==> src/rtl/piano_pkg.sv <==
// Shared types and constants for the polyphonic piano voice block.
//   LEVEL_W     : width of an envelope level / volume (0..15)
//   OCT_W       : width of the octave right-shift
//   MIN_PERIOD  : smallest legal square-wave period in clocks
//   env_state_e : per-channel envelope state encoding
package piano_pkg;

  localparam int unsigned LEVEL_W    = 4;
  localparam int unsigned OCT_W      = 3;
  localparam int unsigned MIN_PERIOD = 2;

  typedef enum logic [1:0] {
    ENV_IDLE    = 2'd0,
    ENV_ATTACK  = 2'd1,
    ENV_SUSTAIN = 2'd2,
    ENV_RELEASE = 2'd3
  } env_state_e;

  // One envelope step from cur toward tgt (holds when equal).
  function automatic logic [LEVEL_W-1:0] step_toward(input logic [LEVEL_W-1:0] cur,
                                                     input logic [LEVEL_W-1:0] tgt);
    if (cur < tgt)      return cur + LEVEL_W'(1);
    else if (cur > tgt) return cur - LEVEL_W'(1);
    else                return cur;
  endfunction

endpackage

==> src/rtl/piano_voice_channel.sv <==
// One square-wave voice: period latch, phase counter, envelope FSM, amplitude.
//   clk, reset  : clock, async active-high reset
//   env_tick    : one-cycle envelope step strobe
//   key_press   : key held level for this channel
//   volume      : sustain target level
//   octave      : right-shift applied to BASE_PERIOD
//   active      : registered, state != IDLE
//   amp_c       : combinational amplitude (square ? level : 0)
module piano_voice_channel
  import piano_pkg::*;
#(
  parameter int unsigned          PERIOD_W    = 32,
  parameter logic [PERIOD_W-1:0]  BASE_PERIOD = PERIOD_W'(3057805)
) (
  input  logic               clk,
  input  logic               reset,
  input  logic               env_tick,
  input  logic               key_press,
  input  logic [LEVEL_W-1:0] volume,
  input  logic [OCT_W-1:0]   octave,
  output logic               active,
  output logic [LEVEL_W-1:0] amp_c
);

  env_state_e          state_q, state_d;
  logic [LEVEL_W-1:0]  level_q, level_d;
  logic [PERIOD_W-1:0] cnt_q, cnt_d;
  logic [PERIOD_W-1:0] period_q, period_d;
  logic [PERIOD_W-1:0] shifted;
  logic [PERIOD_W-1:0] p_req;
  logic                wrap;
  logic                square;

  // Requested period, clamped so the square always has a high and a low half.
  assign shifted = BASE_PERIOD >> octave;
  assign p_req   = (shifted < PERIOD_W'(MIN_PERIOD)) ? PERIOD_W'(MIN_PERIOD) : shifted;
  assign wrap    = (cnt_q == period_q - PERIOD_W'(1));
  assign square  = (cnt_q < (period_q >> 1));

  // Next-state, level, phase and period latch; period only reloads on wrap or in IDLE.
  always_comb begin
    state_d  = state_q;
    level_d  = level_q;
    cnt_d    = wrap ? '0 : cnt_q + PERIOD_W'(1);
    period_d = wrap ? p_req : period_q;
    case (state_q)
      ENV_IDLE: begin
        cnt_d    = '0;
        period_d = p_req;
        if (key_press) state_d = ENV_ATTACK;
      end
      ENV_ATTACK: begin
        if (env_tick && (level_q < volume)) level_d = level_q + LEVEL_W'(1);
        if (!key_press)            state_d = ENV_RELEASE;
        else if (level_q >= volume) state_d = ENV_SUSTAIN;
      end
      ENV_SUSTAIN: begin
        if (env_tick)   level_d = step_toward(level_q, volume);
        if (!key_press) state_d = ENV_RELEASE;
      end
      ENV_RELEASE: begin
        if (env_tick && (level_q != '0)) level_d = level_q - LEVEL_W'(1);
        // Retrigger keeps the running phase.
        if (key_press)             state_d = ENV_ATTACK;
        else if (level_q == '0)    state_d = ENV_IDLE;
      end
      default: state_d = ENV_IDLE;
    endcase
  end

  always_ff @(posedge clk or posedge reset) begin
    if (reset) begin
      state_q  <= ENV_IDLE;
      level_q  <= '0;
      cnt_q    <= '0;
      period_q <= PERIOD_W'(MIN_PERIOD);
      active   <= 1'b0;
    end else begin
      state_q  <= state_d;
      level_q  <= level_d;
      cnt_q    <= cnt_d;
      period_q <= period_d;
      active   <= (state_d != ENV_IDLE);
    end
  end

  assign amp_c = ((state_q != ENV_IDLE) && square) ? level_q : '0;

endmodule

==> src/rtl/piano_poly_voice.sv <==
// NUM_CH-key polyphonic square-wave generator with envelopes, mixed to one PWM bit.
//   clk, reset   : clock, async active-high reset
//   volume       : sustain level shared by all voices
//   octave       : right-shift applied to every base period
//   key_press    : per-channel key held
//   voice_active : per-channel state != IDLE
//   mix_level    : registered sum of voice amplitudes
//   output_pwm   : registered PWM of mix_level over a NUM_CH*15 frame
module piano_poly_voice
  import piano_pkg::*;
#(
  parameter int unsigned                 NUM_CH        = 4,
  parameter int unsigned                 PERIOD_W      = 32,
  parameter logic [NUM_CH*PERIOD_W-1:0]  BASE_PERIODS  = {NUM_CH{PERIOD_W'(3057805)}},
  parameter int unsigned                 ENV_STEP_CLKS = 100000
) (
  input  logic                                 clk,
  input  logic                                 reset,
  input  logic [LEVEL_W-1:0]                   volume,
  input  logic [OCT_W-1:0]                     octave,
  input  logic [NUM_CH-1:0]                    key_press,
  output logic [NUM_CH-1:0]                    voice_active,
  output logic [LEVEL_W+$clog2(NUM_CH+1)-1:0]  mix_level,
  output logic                                 output_pwm
);

  localparam int unsigned MIX_W = LEVEL_W + $clog2(NUM_CH + 1);
  localparam int unsigned FS    = NUM_CH * 15;
  localparam int unsigned PRE_W = $clog2(ENV_STEP_CLKS + 1);

  logic [PRE_W-1:0]   presc_q;
  logic               env_tick_c;
  logic [LEVEL_W-1:0] amp_c [NUM_CH];
  logic [MIX_W-1:0]   mix_sum_c;
  logic [MIX_W-1:0]   pwm_cnt_q;

  // Envelope step prescaler.
  assign env_tick_c = (presc_q == PRE_W'(ENV_STEP_CLKS - 1));

  always_ff @(posedge clk or posedge reset) begin
    if (reset) presc_q <= '0;
    else       presc_q <= env_tick_c ? '0 : presc_q + PRE_W'(1);
  end

  for (genvar g = 0; g < NUM_CH; g++) begin : g_ch
    piano_voice_channel #(
      .PERIOD_W    (PERIOD_W),
      .BASE_PERIOD (BASE_PERIODS[g*PERIOD_W +: PERIOD_W])
    ) u_ch (
      .clk       (clk),
      .reset     (reset),
      .env_tick  (env_tick_c),
      .key_press (key_press[g]),
      .volume    (volume),
      .octave    (octave),
      .active    (voice_active[g]),
      .amp_c     (amp_c[g])
    );
  end

  // Mixer: width covers NUM_CH*15 so the sum cannot overflow.
  always_comb begin
    mix_sum_c = '0;
    for (int i = 0; i < NUM_CH; i++) mix_sum_c = mix_sum_c + MIX_W'(amp_c[i]);
  end

  // Free-running PWM frame; a mix change never restarts the frame.
  always_ff @(posedge clk or posedge reset) begin
    if (reset) begin
      mix_level  <= '0;
      pwm_cnt_q  <= '0;
      output_pwm <= 1'b0;
    end else begin
      mix_level  <= mix_sum_c;
      pwm_cnt_q  <= (pwm_cnt_q == MIX_W'(FS - 1)) ? '0 : pwm_cnt_q + MIX_W'(1);
      output_pwm <= (pwm_cnt_q < mix_level);
    end
  end

endmodule

==> config.mk <==
export PLATFORM = sky130hd
export DESIGN_NAME = piano_poly_voice
export DESIGN_NICKNAME = d
export VERILOG_FILES = /design/src/rtl/piano_pkg.sv /design/src/rtl/piano_voice_channel.sv /design/src/rtl/piano_poly_voice.sv
export SDC_FILE = /design/constraint.sdc
export NUM_CORES = 1
export LEC_CHECK = 0
export CORE_ASPECT_RATIO = 1.5
export CORE_MARGIN = 2
export CORE_UTILIZATION = 43
export DETAILED_ROUTE_END_ITERATION = 12
export PLACE_DENSITY_LB_ADDON = 0.3
export SETUP_SLACK_MARGIN = 0.05
export SLEW_MARGIN = 30
export SYNTH_ARGS = -nofsm -noshare
export SYNTH_HDL_FRONTEND = slang
export SYNTH_SLANG_ARGS = --single-unit
==> constraint.sdc <==
create_clock -name clk -period 17.18 [get_ports clk]
set_input_delay 4.295 -clock clk [delete_from_list [all_inputs] [get_ports clk]]
set_output_delay 4.295 -clock clk [all_outputs]
set_load 0.005 [all_outputs]
# --- After elaboration in Yosys (flattened, before gate mapping) ---
# Cells that the tools add are included.
word_totals:
  word_cells: 217
  rom_bits: 0
  register_bits: 316
  latchBits: 0
  output_inout_bits: 12
  n_memories: 0
  ramBits: 0
op_classes:
  n_mul: 0
  magnitude_cmp: 18
  n_shift: 1
  add_sub_neg: 21
  mux: 75
  n_reduce_logical: 44
  eq_ne: 34
  n_div: 0
  n_bitwise: 0
op_table:
  columns: ["operator", "n"]
  rows:
  - ["32-bit 2-to-1 mux", 17]
  - ["32-bit by 1-bit adder with 32-bit output, second input constant", 4]
  - ["32-bit equality test", 4]
  - ["32-bit by 31-bit less-than comparator with 1-bit output", 4]
  - ["32-bit by 1-bit subtractor with 32-bit output, second input constant", 4]
  - ["4-bit 2-to-1 mux", 24]
  - ["2-bit 2-to-1 mux", 24]
  - ["4-bit one-hot mux with 3 select lines", 4]
  - ["32-bit by 2-bit less-than comparator with 1-bit output, second input constant", 1]
  - ["2-bit one-hot mux with 4 select lines", 4]
  - ["22-bit by 3-bit >> shifter with 32-bit output, first input constant", 1]
  - ["2-bit nonzero test", 12]
  - ["5-bit AND reduction", 4]
  - ["17-bit by 1-bit adder with 17-bit output, second input constant", 1]
  - ["17-bit equality test, second input constant", 1]
  - ["17-bit 2-to-1 mux", 1]
  - ["4-bit by 1-bit adder with 4-bit output, second input constant", 4]
  - ["2-bit equality test, second input constant", 8]
  - ["4-bit greater-or-equal comparator", 4]
  - ["4-bit greater-than comparator", 4]
  - ["4-bit logical NOT", 4]
  - ["4-bit less-than comparator", 4]
  - ["2-bit by 1-bit inequality test with 1-bit output, second input constant", 8]
  - ["4-bit nonzero test", 4]
  - ["14 further kinds", 43]

# --- Longest topological paths before layout ---
# Gate-level depths: netlist of run 1.
depth:
  ltp_word: 6
  depth_mapped: 19
  mapped_depth_nobuf: 18

# --- By module ---
# Synthesis of run 1 repeated with hierarchy kept, for this count alone.
unflattened:
  hier_cells: 2135
  hier_area_um2: 19476.2
modules_own_cells:
  columns: ["mod", "area_each_um2", "seq_area_each_um2", "n_inst", "cells_each"]
  rows:
  - ["piano_voice_channel (g_ch[0].u_ch ...)", 4399.2, 1527.7, 2, 496]
  - ["piano_voice_channel (g_ch[3].u_ch)", 4601.9, 1527.7, 1, 506]
  - ["piano_voice_channel (g_ch[1].u_ch)", 4331.7, 1527.7, 1, 474]
  - ["piano_poly_voice", 1744.2, 775.7, 1, 163]

# --- Worst setup path before layout of run 1 ---
# No wires, ideal clock.
synth_timing:
  path_type: "in2reg"
  startpoint: "in volume[1]"
  endpoint: "reg g_ch[0].u_ch.level_q[3]"
  setup_slack_ns: 10.871
  cell_stages: 11
  setup_time_ns: 0.079
  t_arrival_ns: 6.230
  n_path_buf: 1
  cell_sequence: "inv_1 ha_1 nor2b_1 o21ai_0 nand2b_1 a21oi_1 nor3_1 or4_1 clkbuf_1 a21oi_1 xor2_1"
synth_via:
  elab_chain_cells: 4
  word_cells_on_any_way: 9
synth_rtl:
  columns: ["item", "line", "source"]
  rows:
  - ["from (decl)", "piano_poly_voice.sv:19", "input logic [LEVEL_W-1:0] volume,"]
  - ["4-bit less-than comparator", "piano_pkg.sv:22, piano_voice_channel.sv:53", null]
  - ["4-bit 2-to-1 mux or 1-bit logical AND (tied branches)", "piano_pkg.sv:22, piano_voice_channel.sv:53", null]
  - ["4-bit 2-to-1 mux or 2-bit by 1-bit inequality test with 1-bit output (tied branches)", null, null]
  - ["4-bit one-hot mux with 3 select lines or 5-bit AND reduction (tied branches)", null, null]
  - ["to (signal assigned)", "piano_voice_channel.sv:80", "level_q <= level_d;"]
  - ["to (decl)", "piano_voice_channel.sv:26", "logic [LEVEL_W-1:0] level_q, level_d;"]
# Several ways; a longest one is shown, not always the timed one. The select of a mux whose other input is x is not followed.
# A chain may end at the register's enable or synchronous reset.

# --- Worst setup path in the final report of run 1 ---
# Ends and elaborated chain as after synthesis.

==> impl_results.md, run 1 <==
- Synthesis warning total: 0
- CP endpoint: g_ch[0].u_ch.level_q[3]$_DFFE_PP0P_
- Flops & latches, synth: between 200 and 300
- First-pass GRT wire length: 74.9 mm
- CTS root buffer: clkbuf_16
- Clock buffer depth: 3
- Core area: 0.0427 mm^2
- Outcome: complete, no violations
- Slowest CP cell: or4_1
- Netlist Area Pre-Place: 0.0185 mm^2
- Final Cycle Share: between 30 and 40%
- RSZ-0062 raised after global routing: no
- Sequential fraction of the synthesis area: a little under two fifths
- Fill count: roughly 4,000
- Worst Reg-to-Reg Cells: 15
- DR vias: approximately 14,000
- Worst path cell trace: clkdlybuf4s50_1 -> inv_1 -> ha_1 -> nor2b_1 -> o21ai_0 -> nand2b_1 -> a21oi_1 -> nor3_1 -> or4_1 -> a21oi_1 -> xor2_1
- PostCTS Resize Cnt: 0
- Setup Skew: approximately 0.014 ns
- Critical path origin: volume[1]
- Post-synth ARST share: between 90% and 100%
- Mean post-synth cell area: just over 9 um^2
- CP Class: input port to flip-flop
- FMAX: around 0.15 GHz
- Worst setup SP type: input port
- Number of global-route vias before repair: approximately 15,000
- Site row count: between 90 and 100
- Relative slew slack: between 30% and 40%
- DRC viols: 0
- Initial drt markers: 815
- Final setup violation count: 0
- Hold buffer count at cts: 0
- CP Data Required Time: 17.66 ns
- Reg2reg start: g_ch[1].u_ch.period_q[2]$_DFFE_PP0P_
- Clk_lat worst skew: 0.57 ns
- Die width: approximately 170 um
- Routed Antenna Nets: 0
- DR vias/cell: around 5.6
- Total global-route track usage: approximately 20%
- CP endpoint kind: flip-flop
- Worst vdd ir: around 80 uV
- Fraction of layout cells with a size suffix above 1: between 7 and 8%
- Final hold violation count: 0
- Synthesis-to-layout area growth: 9.61%
- Routed WL: around 45 mm
- Fin nets: ~2,100
- Clk slew on worst S/H paths: around 0.060 ns
- Post-synth top flop: dfrtp_1
- Static Leak: about 9.2 nW
- Port Buffers: 23
- GPL Wtd Cong: 0.905
- Die area: 0.0447 mm^2
- Die Height: ~260 um
- Final Max Tran Viols: 0
- Combinational Power Share: between 30% and 40%
- Worst path most repeated cell: a21oi_1
- R2r endpoint: mix_level[5]$_DFF_PP0_
- Clock share of power: 24.7%
- P_int: approximately 1.7 mW
- CTS sink cnt: 275
- DRT Pass-1 Iters: 5
- Crit-path max FO: 5
- Worst min path class: flip-flop to flip-flop
- Final HPWL DP: between 30 and 40 mm
- Post-synth cell types: 74
- Htree depth: 1
- Post-CTS setup buffer count: 0
- Reg power frac: approximately two fifths
- Multi-input logic area: around 0.011 mm^2
- Switching power: between 1 and 1.5 mW
- Post-synth EDFFs: 0
- CP Data Arrival Time: approximately 7 ns
- Max Cap Violations: 0
- Ant. Diodes: 0
- Final min period: about 6.5 ns
- Congestion Overflow GR: 0
- Starting Density: a little over two fifths
- Seq. cell area: slightly below 0.007 mm^2
- Switching part of the total: slightly below 40%
- CTS tree: yes
- Final TNS setup: 0 ns
- Largest net degree at the start of global routing: 140
- Post-synthesis net count: 2,128
- TritonCTS Buffers: 28
- Total power: between 2 and 3 mW
- Max stage delay on crit path: 0.62 ns
- Routed len/inst: 17.4 um
- I/O pins: 25
- Initial antenna violation count: 1
- Synth Instances: between 1,500 and 2,000
- Tightest Pin Transition: around 0.93 ns
- PwrDens: 134 mW/mm^2
- R2R Setup Slk: roughly 12 ns
[cells by family (layout without fill, tap and decap cells)]
logic type	count (synthesis)	count (layout)	synth area share (%)
fa+ha+maj	137	137	9.59
compound gates	240	240	8.46
simple gates	744	744	20.8
mux	107	107	6.30
buf+inv	198	223	4.49
other cells	1	1	0.0203
xor+xnor	276	276	13.1
flops	275	275	37.2
[layout by cell type (no fill, tap or decap), types with 9 or more instances in the layout]
master / instances
a21o_1: 33
a21oi_1: 61
a31oi_1: 14
and2_1: 9
and3_1: 41
and4_1: 15
clkbuf_16: 29
clkdlybuf4s50_1: 23
dfrtp_1: 271
ha_1: 129
inv_1: 137
mux2_1: 15
mux2_2: 56
mux2i_1: 35
nand2_1: 90
nand2b_1: 20
nand3_1: 98
nand4_1: 61
nor2_1: 223
nor2b_1: 25
nor3_1: 55
nor4_1: 36
o2111ai_1: 9
o21ai_0: 58
or3_1: 13
or4_1: 17
xnor2_1: 136
xor2_1: 140
[routing by layer]
| layer | global-route usage (%) | wire, um | up-vias |
|---|---|---|---|
| li1 | - | - | 6942 |
| met3 | 2.53 | 1490 | 121 |
| met5 | 0 | 15 | - |
| met4 | 8.80 | 1910 | 2 |
| met2 | 38.5 | 23500 | 247 |
| met1 | 22.4 | 17800 | 7026 |
[worst min path at each step]
stage                                 to  cells past startpoint            startpoint  slack, ns
floorplan           presc_q[4]$_DFF_PP0_                      1  presc_q[4]$_DFF_PP0_       0.44
global placement    presc_q[4]$_DFF_PP0_                      1  presc_q[4]$_DFF_PP0_       0.46
detailed placement  presc_q[0]$_DFF_PP0_                      1  presc_q[0]$_DFF_PP0_       0.48
CTS                 presc_q[4]$_DFF_PP0_                      1  presc_q[4]$_DFF_PP0_       0.49
global route        presc_q[4]$_DFF_PP0_                      1  presc_q[4]$_DFF_PP0_       0.50
finish              presc_q[4]$_DFF_PP0_                      1  presc_q[4]$_DFF_PP0_       0.48
[cells in the mapped netlist (all sizes together), types with 9 or more instances]
| cell | n | area share [%] |
|---|---|---|
| mux2i | 35 | 1.9 |
| or4 | 18 | 0.75 |
| xor2 | 140 | 6.6 |
| inv | 138 | 2.8 |
| nand4 | 61 | 2.1 |
| dfrtp | 271 | 37 |
| a21oi | 61 | 1.7 |
| nor2 | 223 | 4.5 |
| mux2 | 72 | 4.4 |
| or3 | 13 | 0.44 |
| nor4 | 38 | 1.4 |
| xnor2 | 136 | 6.4 |
| buf | 25 | 0.97 |
| ha | 129 | 8.7 |
| and4 | 15 | 0.71 |
| nand2 | 90 | 1.8 |
| o2111ai | 9 | 0.43 |
| a21o | 33 | 1.3 |
| nor3 | 55 | 1.5 |
| nand2b | 20 | 0.68 |
| a31oi | 14 | 0.47 |
| and2 | 9 | 0.30 |
| and3 | 41 | 1.4 |
| o21ai | 59 | 1.6 |
| nand3 | 98 | 2.7 |
| nor2b | 25 | 0.85 |
| clkbuf | 35 | 0.71 |
[critical path: cells and delay by family]
kind,cells,cell delay [ns]
fa+ha+maj,1,0.32
simple gates,4,0.92
compound gates,3,0.77
buf+inv,2,0.54
xor+xnor,1,0.15
[power groups by stage]
stage                     clock (mW)  sequential (mW)  combinational [mW]
after CTS                      0.687             1.03                1.01
after global routing           0.711             1.06                1.13
after floorplan                    0            0.930               0.857
after global placement             0             1.04               0.975
final                          0.670             1.04                1.01
after detailed placement           0             1.04                1.00
[per-stage QoR]
stage	hold WS, ns	cells	cell area (um^2)	util (%)	setup slack [ns]
after CTS	0.490	2573	20300	47.4	10.69
after global routing	0.499	2573	20300	47.5	10.51
after global placement	0.460	2521	19200	45.0	10.11
after floorplan	0.438	1978	18500	-	5.31
after detailed placement	0.479	2521	19200	45.0	10.10
final	0.483	2573	20300	47.5	10.66
[final cells by class]
cell class,count,area share [%]
clock buffers,38,4.14
multi-input cells,1505,53.3
repair buffers,33,1.54
well taps,570,3.52
flip-flops and latches,275,34.0
inverters,138,2.62
clock inverters,14,0.907
[registers in the layout, summed over array words and instances, names as in the netlist]
name                flops
pwm_cnt_q               7
g_ch.u_ch.state_q       8
g_ch.u_ch.cnt_q       128
output_pwm              1
mix_level               6
g_ch.u_ch.active        4
g_ch.u_ch.period_q     88
presc_q                17
g_ch.u_ch.level_q      16
No activity file was read; power rests on OpenSTA's default activity.
==> run 2, diff against run 1 <==
==> constraint.sdc (replaced) <==
create_clock -name clk -period 5.2 [get_ports clk]
set_input_delay 1.3 -clock clk [delete_from_list [all_inputs] [get_ports clk]]
set_output_delay 1.3 -clock clk [all_outputs]
set_load 0.005 [all_outputs]
==> run 2 against run 1 <==
  * Sequential cell count is the same
  * Clock power grew to 3.2 times the previous value
  * Sequential power grew to 3.2 times the previous value
==> impl_results.md, run 2 (same netlist as run 1, synthesis figures left out) <==
- Switching part of the total: 39.5% (+0.30 points)
- DR vias/cell: 5.52 (-0.92%)
- Largest regs: g_ch.u_ch.cnt_q (128), g_ch.u_ch.period_q (88), presc_q (17)
- Combinational Power Share: 38.3% (+1.1 points)
- Final hold violation count: 0 (unchanged)
- Hold buffer count at cts: 0 (unchanged)
- PwrDens: 437 mW/mm^2 (+230%)
- Setup Skew: 0.0115 ns (-0.00262 ns)
- Clk_lat worst skew: 0.57 ns (about the same)
- Final Instance Area: 0.0203 mm^2 (+0.31%)
- Clock buffer depth: 3 (unchanged)
- Ant. Diodes: 0 (unchanged)
- Final Max Tran Viols: 0 (unchanged)
- CTS tree: yes
- Final setup violation count: 0 (unchanged)
- Worst vdd ir: 265 uV (+230%)
- Fraction of layout cells with a size suffix above 1: 7.85% (+0.56 points)
- CP Data Arrival Time: 4.97 ns (-2.03 ns)
- Worst Reg-to-Reg Cells: 17 (+2)
- FMAX: approximately 0.22 GHz
- Slowest CP cell: or4_1
- Die width: 173 um (unchanged)
- Crit-path max FO: 6 (+1)
- Crit path buf inv count: 2 (unchanged)
- Clock share of power: 23.8% (-0.9 points)
- Hold Path Sink: pwm_cnt_q[0]$_DFF_PP0_
- Hold Path Stages: 1 (unchanged)
- Die Height: 258 um (unchanged)
- Tightest Pin Transition: 1.14 ns (+0.210 ns)
- Instance count on the critical path: 17 (+6)
- First-pass GRT wire length: 73.8 mm (-1.4%)
- R2r endpoint: mix_level[5]$_DFF_PP0_
- Hold path startpoint: pwm_cnt_q[0]$_DFF_PP0_
- Worst path most repeated cell: a21o_1
- Most frequent cells in the layout: dfrtp_1, nor2_1, xor2_1
- Fin nets: 2,142 (+0.52%)
- Relative slew slack: 23.8% (-12 points)
- CP endpoint kind: flip-flop
- Initial drt markers: 742 (-9.0%)
- P_int: 5.38 mW (+230%)
- DRT Pass-1 Iters: 6 (+1)
- DRC viols: 0 (unchanged)
- Starting Density: 43.3% (unchanged)
- Clk slew on worst S/H paths: 0.06 ns (about the same)
- Number of global-route vias before repair: 14,600 (-0.83%)
- Worst min path class: flip-flop to flip-flop
- Total global-route track usage: 20.1% (-0.13 points)
- R2R Setup Slk: 0.68 ns (-11.78 ns)
- Reg2reg start: g_ch[2].u_ch.period_q[10]$_DFFE_PP0P_
- DR vias: 14,300 (-0.50%)
- Commonest non-fill, non-tap cell in the layout: dfrtp_1
- Routed len/inst: 17.2 um (-0.94%)
- Final TNS setup: 0 ns (unchanged)
- Port Buffers: 23 (unchanged)
- TritonCTS Buffers: 28 (unchanged)
- Switching power: 3.51 mW (+230%)
- RSZ-0062 raised after global routing: no
- Routed Antenna Nets: 0 (unchanged)
- I/O pins: 25 (unchanged)
- Final min period: ~4.5 ns
- Synthesis-to-layout area growth: 9.95%
- Initial antenna violation count: 0 (-1)
- Worst setup SP type: flip-flop
- Most flop-heavy register: g_ch.u_ch.cnt_q
- GPL Wtd Cong: 0.923 (+2.1%)
- Congestion Overflow GR: 0 (unchanged)
- Max Cap Violations: 0 (unchanged)
- Outcome: complete, no violations
- Final HPWL DP: 33.6 mm (+0.86%)
- PostCTS Resize Cnt: 0 (unchanged)
- Largest net degree at the start of global routing: 98 (-30%)
- Total power: 8.89 mW (+230%)
- CP Data Required Time: 5.65 ns (-12.01 ns)
- Placed inst area: 0.0194 mm^2 (+0.68%)
- Max reg flops: 128 (unchanged)
- Post-CTS setup buffer count: 0 (unchanged)
- Max stage delay on crit path: 0.56 ns (-0.06 ns)
- Core area: 0.0427 mm^2 (unchanged)
- CTS root buffer: clkbuf_16
- Routed WL: 44.5 mm (-0.51%)
- Site row count: 93 (unchanged)
- Reg power frac: 37.9% (-0.2 points)
- Critical path origin: g_ch[2].u_ch.period_q[10]$_DFFE_PP0P_
- Static Leak: 9.22 nW (+0.50%)
- CP Class: flip-flop to flip-flop
- Die area: 0.0447 mm^2 (unchanged)
- CTS sink cnt: 275 (unchanged)
- CP delay by family, top: adder cells
- Htree depth: 1 (unchanged)
- Worst path cell trace: inv_1 -> ha_1 -> a21o_1 -> a21o_1 -> a21oi_1 -> o21ai_0 -> a21o_1 -> a21oi_1 -> o2bb2ai_1 -> or4_1 -> fa_1 -> inv_1 -> fa_1 -> ha_1 -> fa_1 -> a21o_1 -> a21o_1
- Final Cycle Share: about 87%
## run 2: power by group through the flow
stage               sequential [mW]  clock, mW  combinational, mW
finish                         3.37       2.12               3.41
global route                   3.46       2.26               3.81
CTS                            3.36       2.18               3.43
detailed placement             3.39          0               3.40
global placement               3.37          0               3.31
floorplan                      3.07          0               2.83
## run 2: area by class of cell
| type | count | area (um^2) |
|---|---|---|
| tap | 570 | 713 |
| fill | 4025 | 22400 |
| inverter | 138 | 522 |
| sequential | 275 | 6890 |
| multi-input combinational | 1505 | 10800 |
| clock inverter | 17 | 159 |
| clock buffer | 35 | 808 |
| timing repair buffer | 44 | 450 |
## run 2: per-layer routing
metal / global-route usage [%] / wire length [um]
met2: 37.9 / 23300
met4: 9.96 / 2280
met3: 1.83 / 1240
met1: 22.5 / 17700
met5: 0 / 0
## run 2: worst max-delay path by stage
stage	to	slack [ns]
floorplan	g_ch[0].u_ch.active$_DFF_PP0_	0.27
global placement	mix_level[5]$_DFF_PP0_	0.76
detailed placement	mix_level[5]$_DFF_PP0_	0.72
CTS	mix_level[5]$_DFF_PP0_	0.67
global route	mix_level[5]$_DFF_PP0_	0.38
finish	mix_level[5]$_DFF_PP0_	0.68
## run 2: per-stage QoR
stage	instances	utilization, %	setup slack [ns]	hold WS, ns
6_report	2584	47.6	0.685	0.478
4_1_cts	2584	47.6	0.674	0.479
3_3_place_gp	2532	45.3	0.756	0.454
2_1_floorplan	1978	-	0.266	0.438
5_1_grt	2584	47.6	0.380	0.506
3_5_place_dp	2532	45.3	0.719	0.476
==> run 3, diff against run 2 <==
--- a/config.mk
+++ b/config.mk
@@ -8,6 +8,7 @@
 export CORE_ASPECT_RATIO = 1.5
 export CORE_MARGIN = 2
 export CORE_UTILIZATION = 43
+export CTS_CLUSTER_DIAMETER = 80
 export DETAILED_ROUTE_END_ITERATION = 12
 export PLACE_DENSITY_LB_ADDON = 0.3
 export SETUP_SLACK_MARGIN = 0.05
==> results of run 3 <==
No change in the layout: final DEF, timing and power equal those of run 2.
